`src/rtl/devil_ac_snoop_filter.sv`:
```
// devil_ac_snoop_filter: tags ACE AC snoops against type/address filters, queues them, counts them.
// Optional last-matched-snoop capture is built only when DEVIL_AC_LAST_CAPTURE_EN is defined.
module devil_ac_snoop_filter #(
    parameter int ADDR_W     = 44,
    parameter int SNOOP_W    = 4,
    parameter int PROT_W     = 3,
    parameter int FIFO_DEPTH = 4,
    parameter int CNT_W      = 32
) (
    input  logic               clk,
    input  logic               resetn,
    input  logic               acvalid,
    output logic               acready,
    input  logic [ADDR_W-1:0]  acaddr,
    input  logic [SNOOP_W-1:0] acsnoop,
    input  logic [PROT_W-1:0]  acprot,
    input  logic               cfg_acflt_en,
    input  logic               cfg_addrflt_en,
    input  logic [SNOOP_W-1:0] cfg_acsnoop,
    input  logic [31:0]        cfg_base_addr,
    input  logic [31:0]        cfg_mem_size,
    input  logic               cnt_clr,
    output logic               m_valid,
    input  logic               m_ready,
    output logic [ADDR_W-1:0]  m_addr,
    output logic [SNOOP_W-1:0] m_snoop,
    output logic [PROT_W-1:0]  m_prot,
    output logic               m_match,
    output logic               fifo_full,
    output logic [CNT_W-1:0]   snoop_cnt,
    output logic [CNT_W-1:0]   match_cnt,
    output logic               last_vld,
    output logic [ADDR_W-1:0]  last_addr,
    output logic [SNOOP_W-1:0] last_snoop
);
    localparam int PW = $clog2(FIFO_DEPTH);
    localparam int XW = ADDR_W + 1;
    typedef struct packed {
        logic [ADDR_W-1:0]  addr;
        logic [SNOOP_W-1:0] snoop;
        logic [PROT_W-1:0]  prot;
        logic               match;
    } entry_t;
    entry_t mem_q [FIFO_DEPTH];
    entry_t head;
    logic [PW-1:0] wr_q, wr_d, rd_q, rd_d;
    logic [PW:0] cnt_q, cnt_d;
    logic [CNT_W-1:0] snp_cnt_q, snp_cnt_d, mat_cnt_q, mat_cnt_d;
    logic [XW-1:0] addr_x, base_x, lim_x;
    logic push, pop, snp_ok, in_rng, match;
    assign fifo_full = cnt_q == (PW+1)'(FIFO_DEPTH);
    assign acready   = resetn && !fifo_full;
    assign m_valid   = cnt_q != '0;
    assign push      = acvalid && acready;
    assign pop       = m_valid && m_ready;
    assign head      = m_valid ? mem_q[rd_q] : '0;
    assign m_addr    = head.addr;
    assign m_snoop   = head.snoop;
    assign m_prot    = head.prot;
    assign m_match   = head.match;
    assign snoop_cnt = snp_cnt_q;
    assign match_cnt = mat_cnt_q;
    // Window compare is one bit wider than the address so base+size never wraps.
    always_comb begin
        addr_x    = XW'(acaddr);
        base_x    = XW'(cfg_base_addr);
        lim_x     = base_x + XW'(cfg_mem_size);
        snp_ok    = !cfg_acflt_en || (acsnoop == cfg_acsnoop);
        in_rng    = (cfg_mem_size != '0) && (base_x <= addr_x) && (addr_x < lim_x);
        match     = snp_ok && (!cfg_addrflt_en || in_rng);
        wr_d      = push ? wr_q + PW'(1) : wr_q;
        rd_d      = pop ? rd_q + PW'(1) : rd_q;
        cnt_d     = cnt_q + (PW+1)'(push) - (PW+1)'(pop);
        snp_cnt_d = cnt_clr ? '0 : (push && !(&snp_cnt_q)) ? snp_cnt_q + CNT_W'(1) : snp_cnt_q;
        mat_cnt_d = cnt_clr ? '0 : (push && match && !(&mat_cnt_q)) ? mat_cnt_q + CNT_W'(1) : mat_cnt_q;
    end
    always_ff @(posedge clk) begin
        if (!resetn) begin
            wr_q      <= '0;
            rd_q      <= '0;
            cnt_q     <= '0;
            snp_cnt_q <= '0;
            mat_cnt_q <= '0;
        end else begin
            wr_q      <= wr_d;
            rd_q      <= rd_d;
            cnt_q     <= cnt_d;
            snp_cnt_q <= snp_cnt_d;
            mat_cnt_q <= mat_cnt_d;
        end
    end
    always_ff @(posedge clk) begin
        if (push)
            mem_q[wr_q] <= '{addr: acaddr, snoop: acsnoop, prot: acprot, match: match};
    end
`ifdef DEVIL_AC_LAST_CAPTURE_EN
    logic last_vld_q, last_vld_d;
    logic [ADDR_W-1:0] last_addr_q, last_addr_d;
    logic [SNOOP_W-1:0] last_snoop_q, last_snoop_d;
    // A matched capture wins over a same-cycle clear.
    always_comb begin
        last_vld_d   = (push && match) ? 1'b1 : cnt_clr ? 1'b0 : last_vld_q;
        last_addr_d  = (push && match) ? acaddr : last_addr_q;
        last_snoop_d = (push && match) ? acsnoop : last_snoop_q;
    end
    always_ff @(posedge clk) begin
        if (!resetn) begin
            last_vld_q   <= 1'b0;
            last_addr_q  <= '0;
            last_snoop_q <= '0;
        end else begin
            last_vld_q   <= last_vld_d;
            last_addr_q  <= last_addr_d;
            last_snoop_q <= last_snoop_d;
        end
    end
    assign last_vld   = last_vld_q;
    assign last_addr  = last_addr_q;
    assign last_snoop = last_snoop_q;
`else
    assign last_vld   = 1'b0;
    assign last_addr  = '0;
    assign last_snoop = '0;
`endif
endmodule

```
`config.mk`:
```
export PLATFORM = sky130hd
export DESIGN_NAME = devil_ac_snoop_filter
export DESIGN_NICKNAME = d
export VERILOG_FILES = /design/src/rtl/devil_ac_snoop_filter.sv
export SDC_FILE = /design/constraint.sdc
export NUM_CORES = 1
export LEC_CHECK = 0
export ABC_AREA = 1
export CAP_MARGIN = 0
export CORE_MARGIN = 2
export CORE_UTILIZATION = 30
export DETAILED_ROUTE_END_ITERATION = 8
export PLACE_DENSITY = 0.53
export SLEW_MARGIN = 40
export SYNTH_ARGS = -nofsm -noshare
export SYNTH_HDL_FRONTEND = slang
export SYNTH_SLANG_ARGS = --single-unit
```
`constraint.sdc`:
```
create_clock -name clk -period 5.2 [get_ports clk]
set_clock_uncertainty 0.2 [all_clocks]
set_input_delay 1.56 -clock clk [delete_from_list [all_inputs] [get_ports clk]]
set_output_delay 1.56 -clock clk [all_outputs]
set_load 0.05 [all_outputs]
```
==> impl_metrics.env <==
export IMPL_ys_ff_latch=281
export IMPL_clkTransAtPathRegs_ns=0.06
export IMPL_drt_iter0_drc=686
export IMPL_syn_to_final_growth_pct=35.0
export IMPL_ys_warn_count=0
export IMPL_slew_viol_final=0
export IMPL_rrSetupSlack_ns=2.55
export IMPL_fin_tns_setup_ns=0
export IMPL_max_slew_margin_pct=38.3
export IMPL_setup_viol=0
export IMPL_worstHoldStart="rd_q[1]$_SDFFE_PN0P_"
export IMPL_wl_um=51800
export IMPL_cp_max_fo=5
export IMPL_dp_cells=2992
export IMPL_final_layout_size_suffix_gt1_share_pct=12.8
export IMPL_p_per_area_nw_per_um2=388
export IMPL_ir_drop_v=0.000381
export IMPL_vias=14500
export IMPL_die_area_um2=56800
export IMPL_hp_class="flop to flop"
export IMPL_path_class="input pin to flop"
export IMPL_ios=294
export IMPL_pwr_share_seq_pct=29.7
export IMPL_leakage_nw=8.84
export IMPL_start_kind="input pin"
export IMPL_worst_pin_slew_ns=0.926
export IMPL_rows=85
export IMPL_antenna_left=0
export IMPL_p_sw_mw=3.44
export IMPL_comb_power_share_pct=41.0
export IMPL_fin_cells=3072
export IMPL_grt_overflow_total=0
export IMPL_critPathCaptureType="flop"
export IMPL_required_ns=5.40
export IMPL_period_minus_slack_ns=4.96
export IMPL_reg2reg_from="cnt_q[1]$_SDFF_PN0_"
export IMPL_multi_input_area_um2=7780
export IMPL_dpl_hpwl_um=37600
export IMPL_fp_dieH_um=238
export IMPL_routedWlPerCell_um=16.9
export IMPL_r2r_cells=13
export IMPL_syn_area_um2=16500
export IMPL_synth_distinct_cells=57
export IMPL_yosysSeqAreaShare_pct=46.8
export IMPL_grt_antenna_before_repair=6
export IMPL_cts_buffers=36
export IMPL_drv_cap=0
export IMPL_clock_path_buffers=3
export IMPL_initial_utilization_pct=30.5
export IMPL_grt_pass1_wl_um=79000
export IMPL_cts_root_buffer="clkbuf_16"
export IMPL_swShare_pct=39.9
export IMPL_syn_area_per_cell_um2=8.43
export IMPL_grt_usage_pct=17.8
export IMPL_p_total_mw=8.62
export IMPL_internal_power_mw=5.18
export IMPL_cts_tree="done"
export IMPL_grt_max_degree=54
export IMPL_chipWidth_um=238
export IMPL_first_global_vias=14100
export IMPL_period_share_pct=95.3
export IMPL_reg2reg_to="cnt_q[2]$_SDFF_PN0_"
export IMPL_place_congestion=0.887
export IMPL_run_status="finished clean"
export IMPL_worstPathArrival_ns=5.16
export IMPL_whs_path_depth=2
export IMPL_core_area_um2=54000
export IMPL_clockPowerShare_pct=29.3
export IMPL_cts_sinks=281
export IMPL_drt_vias_per_instance=4.70
export IMPL_dr_pass1_iters=5
export IMPL_htree_levels=2
export IMPL_clock_latency_ns=0.54
export IMPL_dp_slack_ns=-0.554
export IMPL_fillers=5386
export IMPL_timing_final_ws_setup_ns=0.245
export IMPL_ff_latch_area_um2=7710
export IMPL_nets=2577
export IMPL_drc=0
export IMPL_cts_hold_fix_buffers=0
export IMPL_syn_instance_count=1954
export IMPL_numPortBuffers=244
export IMPL_fmax_mhz=202
export IMPL_finalHoldViolations=0
[worst max path at each step]
stage	end	from
2_1_floorplan	mem_q[0][0]$_DFFE_PP_	resetn
3_3_place_gp	match_cnt[25]$_SDFFE_PP0P_	cfg_base_addr[0]
3_5_place_dp	match_cnt[21]$_SDFFE_PP0P_	cfg_base_addr[0]
4_1_cts	match_cnt[22]$_SDFFE_PP0P_	cfg_base_addr[0]
5_1_grt	match_cnt[2]$_SDFFE_PP0P_	cfg_base_addr[22]
6_report	match_cnt[6]$_SDFFE_PP0P_	cfg_base_addr[22]
[logic make-up (layout without fill, tap and decap cells)]
| group | count (synthesis) | count (layout) | synth area share [%] |
|---|---|---|---|
| AND/OR/NAND/NOR | 872 | 875 | 23.2 |
| XOR/XNOR | 47 | 47 | 2.50 |
| buffers and inverters | 325 | 691 | 8.81 |
| adder cells (fa/ha/maj) | 106 | 106 | 8.14 |
| flip-flops | 281 | 281 | 46.8 |
| other | 1 | 54 | 0.0228 |
| AO/OA/AOI/OAI | 322 | 322 | 10.5 |
[layer usage]
layer | global-route usage [%] | vias to the layer above | routed length [µm]
met2 | 29.2 | 296 | 24300
met1 | 23.3 | 6791 | 23800
met4 | 7.29 | 2 | 1680
li1 | - | 7268 | -
met5 | 0 | - | 11
met3 | 2.89 | 93 | 2060
[timing repair]
action                                 4_1_cts  5_1_grt
resized for setup                            0       55
endpoints found under the hold margin        0        0
setup buffers                                0        5
setup endpoints to repair                    0       36
[cells in the final DEF, fill, tap and decap left out, types with 58 or more instances in the layout]
master / Yosys / final
edfxtp_1: 208 / 208
a21oi_1: 136 / 130
dfxtp_1: 73 / 71
nor2_1: 382 / 377
ha_1: 104 / 97
clkdlybuf4s50_1: 0 / 229
inv_1: 207 / 205
o21ai_0: 140 / 137
nand2_1: 283 / 280
buf_4: 51 / 156
nand3_1: 58 / 58
[registers in the layout, indices dropped and copies added (netlist names), named ones only]
signal / flops
mem_q: 208
match_cnt: 32
snoop_cnt: 32
cnt_q: 3
rd_q: 2
wr_q: 2
[cell usage after synthesis, drive strengths merged]
cell	instances	area, µm²
a211oi	1	7.51
a21boi	3	22.5
a21o	10	75.1
a21oi	137	689
a221oi	2	17.5
a31oi	4	25.0
and2	2	12.5
and3	2	12.5
buf	62	458
clkbuf	46	173
clkinv	2	8.75
conb	1	3.75
dfxtp	73	1460
edfxtp	208	6250
fa	2	40.0
ha	104	1300
inv	215	812
nand2	291	1130
nand3	64	358
nand3b	2	15.0
nand4	59	397
nor2	389	1490
nor3	46	260
nor3b	2	15.0
nor4	14	124
o2111ai	2	17.5
o211ai	2	15.0
o21a	8	60.1
o21ai	144	728
o21bai	6	45.0
o22ai	1	6.26
o31ai	2	20.0
or2	1	6.26
xnor2	23	201
xor2	24	210
[power groups by stage]
stage / logic, mW / clock network, mW / registers, mW
global placement: 3.50 / 0 / 2.61
detailed placement: 3.53 / 0 / 2.61
floorplan: 2.18 / 0 / 2.61
global route: 3.81 / 2.68 / 2.57
finish: 3.53 / 2.53 / 2.56
CTS: 3.54 / 2.60 / 2.56
[critical path, cell delays in order]
cell and delay, ns:
clkdlybuf4s50_1 0.46, ha_1 0.39, a21oi_1 0.20, o21ai_1 0.15, inv_1 0.07, o21ai_0 0.08
a221oi_1 0.29, nand2_1 0.16, xor2_2 0.17, ha_1 0.30, nand2_1 0.06, inv_1 0.08
nand3_1 0.08, nor4_1 0.31, nand2_2 0.13, nand3_4 0.18, nand2_8 0.11, buf_12 0.18
nand3_1 0.06, nand2_1 0.05, nand2_1 0.05, nor2_1 0.04
[cell type report]
| class | count | area share [%] |
|---|---|---|
| Timing Repair Buffer | 410 | 17.3 |
| Multi-Input combinational cell | 1399 | 35.0 |
| Clock inverter | 20 | 1.19 |
| Clock buffer | 44 | 4.19 |
| Inverter | 217 | 3.69 |
| Sequential cell | 281 | 34.7 |
| Tap cell | 696 | 3.92 |
| Antenna cell | 5 | 0.0563 |
[through the flow]
stage | cell area, µm² | hold slack [ns] | utilization, %
2_1_floorplan | 16600 | 0.236 | -
4_1_cts | 21800 | 0.262 | 40.4
3_5_place_dp | 20600 | 0.254 | 38.2
3_3_place_gp | 20600 | 0.249 | 38.2
6_report | 22200 | 0.257 | 41.1
5_1_grt | 22200 | 0.290 | 41.1
Power figures use the tool's default switching activity.
